--- src/rtl/if_id_stage.sv ---
`default_nettype none
// ============================================================================
// Module   : if_id_stage
// Brief    : IF/ID pipeline register with field split and immediate-extension decode.
// Revision : 1.0
// ============================================================================
module if_id_stage #(
    parameter int               DATA_W    = 32,
    parameter logic [DATA_W-1:0] NOP_INSTR = 32'h00000000
) (
    input  logic              clk,
    input  logic              reset,
    input  logic              stall,
    input  logic              flush,
    input  logic              instr_valid_in,
    input  logic [DATA_W-1:0] pc_plus4_in,
    input  logic [DATA_W-1:0] instr_in,
    output logic              valid_out,
    output logic [DATA_W-1:0] pc_plus4_out,
    output logic [DATA_W-1:0] instr_out,
    output logic [5:0]        opcode,
    output logic [4:0]        rs,
    output logic [4:0]        rt,
    output logic [4:0]        rd,
    output logic [4:0]        shamt,
    output logic [5:0]        funct,
    output logic [15:0]       imm,
    output logic              arith,
    output logic [25:0]       jump_target
);

    localparam logic [0:0] c_EMPTY = 1'b0;
    localparam logic [0:0] c_FULL  = 1'b1;

    // Logical immediates (andi/ori/xori/lui) zero-extend; everything else sign-extends.
    function automatic logic arith_of(input logic [5:0] op);
        return !(op == 6'h0C || op == 6'h0D || op == 6'h0E || op == 6'h0F);
    endfunction

    localparam logic c_NOP_ARITH = arith_of(NOP_INSTR[31:26]);

    logic [0:0]        r_state;
    logic [DATA_W-1:0] r_instr;
    logic [DATA_W-1:0] r_pc_plus4;
    logic              r_arith;

    logic [DATA_W-1:0] w_load_instr;
    logic [DATA_W-1:0] w_load_pc;
    logic [0:0]        w_load_state;
    logic              w_load_arith;

    // Bubble path selects constants so an undefined instr_in never reaches state.
    always_comb begin
        w_load_instr = NOP_INSTR;
        w_load_pc    = '0;
        w_load_state = c_EMPTY;
        if (instr_valid_in) begin
            w_load_instr = instr_in;
            w_load_pc    = pc_plus4_in;
            w_load_state = c_FULL;
        end
        w_load_arith = arith_of(w_load_instr[31:26]);
    end

    always_ff @(posedge clk) begin
        if (reset || flush) begin
            r_state    <= c_EMPTY;
            r_instr    <= NOP_INSTR;
            r_pc_plus4 <= '0;
            r_arith    <= c_NOP_ARITH;
        end else if (!stall) begin
            r_state    <= w_load_state;
            r_instr    <= w_load_instr;
            r_pc_plus4 <= w_load_pc;
            r_arith    <= w_load_arith;
        end
    end

    assign valid_out    = (r_state == c_FULL);
    assign pc_plus4_out = r_pc_plus4;
    assign instr_out    = r_instr;
    assign arith        = r_arith;
    assign opcode       = r_instr[31:26];
    assign rs           = r_instr[25:21];
    assign rt           = r_instr[20:16];
    assign rd           = r_instr[15:11];
    assign shamt        = r_instr[10:6];
    assign funct        = r_instr[5:0];
    assign imm          = r_instr[15:0];
    assign jump_target  = r_instr[25:0];

endmodule
`default_nettype wire

--- config.mk ---
export PLATFORM = sky130hd
export DESIGN_NAME = if_id_stage
export DESIGN_NICKNAME = d
export VERILOG_FILES = /design/src/rtl/if_id_stage.sv
export SDC_FILE = /design/constraint.sdc
export NUM_CORES = 1
export LEC_CHECK = 0
export ABC_CLOCK_PERIOD_IN_PS = 1000
export CORE_MARGIN = 1
export CORE_UTILIZATION = 37
export DETAILED_ROUTE_END_ITERATION = 6
export PLACE_DENSITY = 0.81
export SYNTH_ARGS = -nofsm -noshare
export SYNTH_HDL_FRONTEND = slang
export SYNTH_SLANG_ARGS = --single-unit
--- constraint.sdc ---
create_clock -name clk -period 1 [get_ports clk]
set_input_delay 0.1 -clock clk [delete_from_list [all_inputs] [get_ports clk]]
set_output_delay 0.1 -clock clk [all_outputs]
set_load 0.05 [all_outputs]
==> results.ini, run 1 <==
[setup_path]
arrival_ns=0.91
max_stage_delay_ns=0.43
worstSetupPathType=flip-flop to output pin
cp_top_family=flip-flops
critPathSlowestCell=dfxtp_4
crit_chain=buf_12
endpoint_kind=output pin
cp.required_ns=0.90
path_max_fanout=5
path_buf_inv=1
critPathLaunchType=flip-flop

[floorplanning]
pin_count=209
rows=34
die_area_um2=9393
die_h_um=96.92
core-area_um2=8721
die_w_um=96.92
initial_utilization_pct=38.22

[clock_network]
clk_latency_ns=0.33
cts_tree=yes
path_clk_slew_ns=0.07
clock_path_buffers=2
cts_inserted_buffers=9
htree_levels=3
cts_sinks=66
root_buffer=clkbuf_8

[synth]
synth_warnings=0
postSynthAreaPerCell_um2=9.082
synth.net_count=436
mappedNetlistArea_um2=3333
synth_seq_cells=66
synthCells=367
synth-seq-area-share_pct=39.64
synth_cell_types=14

[power]
pwr-share-clk_pct=34.4
power.switching_w=0.001799
pwr-share-seq_pct=41.8
power_density_nw_per_um2=964.5
leakage_nw=2.388
power.total_w=0.006524
combPwrFrac_pct=23.8
p_sw_share_pct=27.58
intPower_w=0.004725
ir_drop_v=0.0007169

[final_layout]
areaGrowthSynthToFinish_pct=102.9
final_cell_area_um2=6764
seq_area_um2=1471
insertedDiodeCount=0
drive_gt1_share_pct=55.36
fillerInstances=485
layout.cells.most_common_list=147 x buf_12, 66 x clkdlybuf4s50_1, 64 x nand2_1, 64 x nand3b_1, 50 x a21oi_2
multiInputGateArea_um2=1284
fin_nets=568
final_common_cell=buf_12
postLayoutCoreUtil_pct=77.56

[detailed_routing]
drt_pass1_iterations=5
vias=2981
detail_route.wl_per_cell_um=16.80
drtAntennaViolNets=0
via_per_inst=4.871
drc=0
finalWirelength_um=10280
drt_iter0_markers=52

[sta]
fmax_ghz=0.9866
maxSlewHeadroom_pct=78.21
setup_viol=40
fin_crit_sh_pct=101.4
slew_viol_final=0
rsz0062_at_grt=yes
setup_ws_ns=-0.01360
period_needed_ns=1.014
hold_viol_final=0
finalClockSkew_ns=0
tightest_slew_ns=0.3224

[global_route]
grt_max_degree=42
grt_pass1_vias=3054
grt_usage_pct=21.49
antenna_found_initial=0
overflow=0
grt_pass1_wl_um=16040

[hold_path]
hold_path_class=input port to flip-flop

[placed_design]
gp_congestion=0.7953
io_buffers=208
hpwl_um=7901
pre_cts_ws_ns=-0.2361
placed_area_um2=6441

[status]
violations=setup timing
status=finished with violations

[job]
cap_violations=0

[state kept, by name (all words and copies together) (netlist names)]
register	flops
instr_out	32
pc_plus4_out	32
arith	1
valid_out	1
[path summary, 6_finish.rpt]
check | from | endpoint | slack, ns | cells after the start
setup / recovery | instr_out[10] | shamt[4] | -0.01 | 1
setup reg to reg | arith | arith | 0.18 | 2
hold reg to reg | pc_plus4_out[23] | pc_plus4_out[23] | 0.49 | 2
hold / removal | stall | pc_plus4_out[9] | 0.13 | 3
[cell type report]
class | count | area share (%)
Clock buffer | 14 | 2.405
Tap cell | 108 | 1.998
Sequential cell | 66 | 21.75
Multi-Input combinational cell | 199 | 18.98
Clock inverter | 2 | 0.5179
Timing Repair Buffer | 223 | 54.35
[cells by family (layout without fill, tap and decap cells)]
logic type	count (synthesis)	count (layout)	share of synthesized area [%]
flops	66	66	39.64
buf+inv	102	239	21.92
compound gates	65	65	15.39
simple gates	133	133	22.75
mux	1	1	0.3003
[through the flow]
step           instances  setup TNS, ns  hold WS (ns)
4_1_cts              611         -1.675        0.1112
3_5_place_dp         594         -12.83        0.4839
3_3_place_gp         594         -10.96        0.4523
5_1_grt              612         -2.842        0.1252
6_report             612        -0.1888        0.1288
2_1_floorplan        367              0        0.2530
[power by group through the flow]
stage	sequential [W]	clock, W	combinational, W
6_report	0.00273	0.00224	0.00155
2_1_floorplan	0.00297	0	0.000625
5_1_grt	0.00273	0.00242	0.00161
4_1_cts	0.00274	0.00231	0.00156
3_3_place_gp	0.00285	0	0.00151
3_5_place_dp	0.00285	0	0.00155
[what timing repair did]
item / 4_1_cts / 5_1_grt
gates resized for setup: 36 / 21
setup endpoints to repair: 105 / 116
hold endpoints to repair: 0 / 0
hold buffers: 0 / 0
buffers inserted: 1 / 1
[synth_stat cells]
| cell type | instances | area (um^2) |
|---|---|---|
| a21oi_1 | 15 | 75.07 |
| a21oi_2 | 50 | 437.9 |
| buf_2 | 14 | 70.07 |
| buf_4 | 76 | 570.6 |
| buf_6 | 6 | 67.56 |
| clkbuf_1 | 6 | 22.52 |
| dfxtp_1 | 66 | 1321 |
| mux2i_1 | 1 | 10.01 |
| nand2_1 | 64 | 240.2 |
| nand3b_1 | 64 | 480.5 |
| nor2_1 | 1 | 3.750 |
| nor4b_1 | 2 | 17.52 |
| nor4bb_1 | 1 | 10.01 |
| or2_1 | 1 | 6.260 |
[per-layer routing]
metal,global-route usage [%],vias to the layer above,routed length (um),part of all wire (%)
met3,5.636,20,658,6.4
met4,9.070,0,216,2.1
met5,0,-,0,0
met1,21.28,1422,3678,36
met2,41.60,131,5726,56
li1,-,1408,-,-
No activity file was read; power rests on OpenSTA's default activity.
==> run 2: changes to the inputs <==
--- a/config.mk
+++ b/config.mk
@@ -7,9 +7,10 @@
 export LEC_CHECK = 0
 export ABC_CLOCK_PERIOD_IN_PS = 1000
 export CORE_MARGIN = 1
-export CORE_UTILIZATION = 37
+export CORE_UTILIZATION = 30
+export CTS_CLUSTER_SIZE = 24
 export DETAILED_ROUTE_END_ITERATION = 6
-export PLACE_DENSITY = 0.81
+export PLACE_DENSITY = 0.68
 export SYNTH_ARGS = -nofsm -noshare
 export SYNTH_HDL_FRONTEND = slang
 export SYNTH_SLANG_ARGS = --single-unit
==> run 2 against run 1 <==
Clock-buffer cell count decreased by 3. Critical path depth is the same. Total power decreased by 4.3%. Highest routed layer unchanged. First-iteration DRC count up 79%. Setup slack worse by 0.0048 ns. The run still ends with setup timing left. Sequential share of layout area grew 0.075 points. Register-to-register slack about the same. Sequential cell count unchanged.
==> results.ini, run 2 (synthesis results as in run 1) <==
[global_route]
overflow=0  ; unchanged
grt_usage_pct=16.20  ; was 21.49%
grt_max_degree=49  ; was 42
grt_pass1_vias=2802  ; was 3054
grt_pass1_wl_um=14660  ; was 16040 um
antenna_found_initial=0  ; unchanged

[floorplanning]
rows=38  ; was 34
die_area_um2=11540  ; was 9393 um^2
core-area_um2=10840  ; was 8721 um^2
die_w_um=107.4  ; was 96.92 um
die_h_um=107.4  ; was 96.92 um
pin_count=209  ; unchanged
initial_utilization_pct=30.75  ; was 38.22%

[setup_path]
cp.required_ns=0.90  ; about the same
r2r-end=arith  ; unchanged
reg2reg_from=arith  ; unchanged
worstSetupPathType=flip-flop to output pin  ; unchanged
cp-startpoint=instr_out[11]  ; was instr_out[10]
r2r_slack_ns=0.17  ; was 0.18 ns
cp_top_family=flip-flops  ; unchanged
crit_chain=buf_12  ; unchanged
max_stage_delay_ns=0.43  ; about the same
critPathSlowestCell=dfxtp_4  ; unchanged
path_max_fanout=5  ; unchanged
path_buf_inv=1  ; unchanged
critPathLaunchType=flip-flop  ; unchanged
r2r_cells=2  ; unchanged
arrival_ns=0.92  ; was 0.91 ns
endpoint_kind=output pin  ; unchanged

[power]
ir_drop_v=0.0006756  ; was 0.0007169 V
power.total_w=0.006246  ; was 0.006524 W
power_density_nw_per_um2=921.9  ; was 964.5 nW/um^2
leakage_nw=2.373  ; was 2.388 nW

[placed_design]
gp_congestion=0.6991  ; was 0.7953
io_buffers=208  ; unchanged
hpwl_um=7205  ; was 7901 um
pre_cts_ws_ns=-0.2423  ; was -0.2361 ns
placed_area_um2=6486  ; was 6441 um^2

[final_layout]
insertedDiodeCount=0  ; unchanged
fin_nets=570  ; was 568
layout.cells.most_common_list=145 x buf_12, 66 x clkdlybuf4s50_1, 64 x nand2_1, 64 x nand3b_1, 50 x a21oi_2  ; was 147 x buf_12, 66 x clkdlybuf4s50_1, 64 x nand2_1, 64 x nand3b_1, 50 x a21oi_2
final_cell_area_um2=6775  ; was 6764 um^2
postLayoutCoreUtil_pct=62.50  ; was 77.56%
areaGrowthSynthToFinish_pct=103.3  ; was 102.9%
final_common_cell=buf_12  ; unchanged
drive_gt1_share_pct=56.72  ; was 55.36%

[clock_network]
root_buffer=clkbuf_8  ; unchanged
path_clk_slew_ns=0.07  ; about the same
htree_levels=3  ; unchanged
cts_tree=yes  ; unchanged
cts_sinks=66  ; unchanged
clock_path_buffers=2  ; unchanged
cts.repair.resized=41  ; was 36
cts_inserted_buffers=9  ; unchanged
holdBufCountCts=0  ; unchanged
postCtsSetupBuffers=0  ; was 1
clk_latency_ns=0.34  ; was 0.33 ns

[status]
violations=setup timing  ; unchanged
status=finished with violations  ; unchanged

[sta]
maxSlewHeadroom_pct=80.88  ; was 78.21%
fmax_ghz=0.9819  ; was 0.9866 GHz
rsz0062_at_grt=yes  ; unchanged
fin_crit_sh_pct=101.8  ; was 101.4%
setup_ws_ns=-0.01839  ; was -0.01360 ns
tightest_slew_ns=0.2829  ; was 0.3224 ns
setup_viol=56  ; was 40
slew_viol_final=0  ; unchanged
period_needed_ns=1.018  ; was 1.014 ns
finalClockSkew_ns=0  ; unchanged
holdWs_ns=0.1808  ; was 0.1288 ns
hold_viol_final=0  ; unchanged

[detailed_routing]
finalWirelength_um=9488  ; was 10280 um
vias=2943  ; was 2981
via_per_inst=4.556  ; was 4.871
drtAntennaViolNets=0  ; unchanged
drt_pass1_iterations=4  ; was 5
detail_route.wl_per_cell_um=14.69  ; was 16.80 um
drc=0  ; unchanged
drt_iter0_markers=93  ; was 52

[job]
cap_violations=0  ; unchanged

[hold_path]
worstHoldEndpoint=pc_plus4_out[6]  ; was pc_plus4_out[9]
hold_depth=3  ; unchanged
hold_path_class=input port to flip-flop  ; unchanged
hold_path.startpoint=stall  ; unchanged

[run 2: stage by stage]
step,instances,TNS (ns)
6_report,646,-0.4155
3_5_place_dp,630,-12.48
3_3_place_gp,630,-12.26
2_1_floorplan,367,0
4_1_cts,646,-2.365
5_1_grt,646,-4.251
[run 2: worst max path at each step]
stage / to / slack (ns) / cells past startpoint
2_1_floorplan: arith / 0.03 / 2
3_3_place_gp: instr_out[22] / -0.21 / 4
3_5_place_dp: instr_out[22] / -0.24 / 4
4_1_cts: jump_target[11] / -0.05 / 1
5_1_grt: imm[15] / -0.07 / 1
6_report: instr_out[11] / -0.02 / 1
[run 2: routing by layer]
layer / up-vias / wire [um] / global-route usage, %
met1: 1377 / 3594 / 17.82
li1: 1420 / - / -
met5: - / 0 / 0
met2: 136 / 4841 / 28.11
met4: 0 / 121 / 4.697
met3: 10 / 930 / 7.082
[run 2: layout make-up]
class | count | area, um^2
clock inverter | 5 | 30.03
timing repair buffer | 225 | 3666
sequential | 66 | 1479
multi-input combinational | 199 | 1284
fill | 818 | 4065
tap | 140 | 175.2
clock buffer | 11 | 141.4
[run 2: power by group]
group / switching, W / internal (W)
logic: 0.000729 / 0.000812
clock network: 0.00103 / 0.000955
registers: 0.000105 / 0.00262
total: 0.00186 / 0.00439
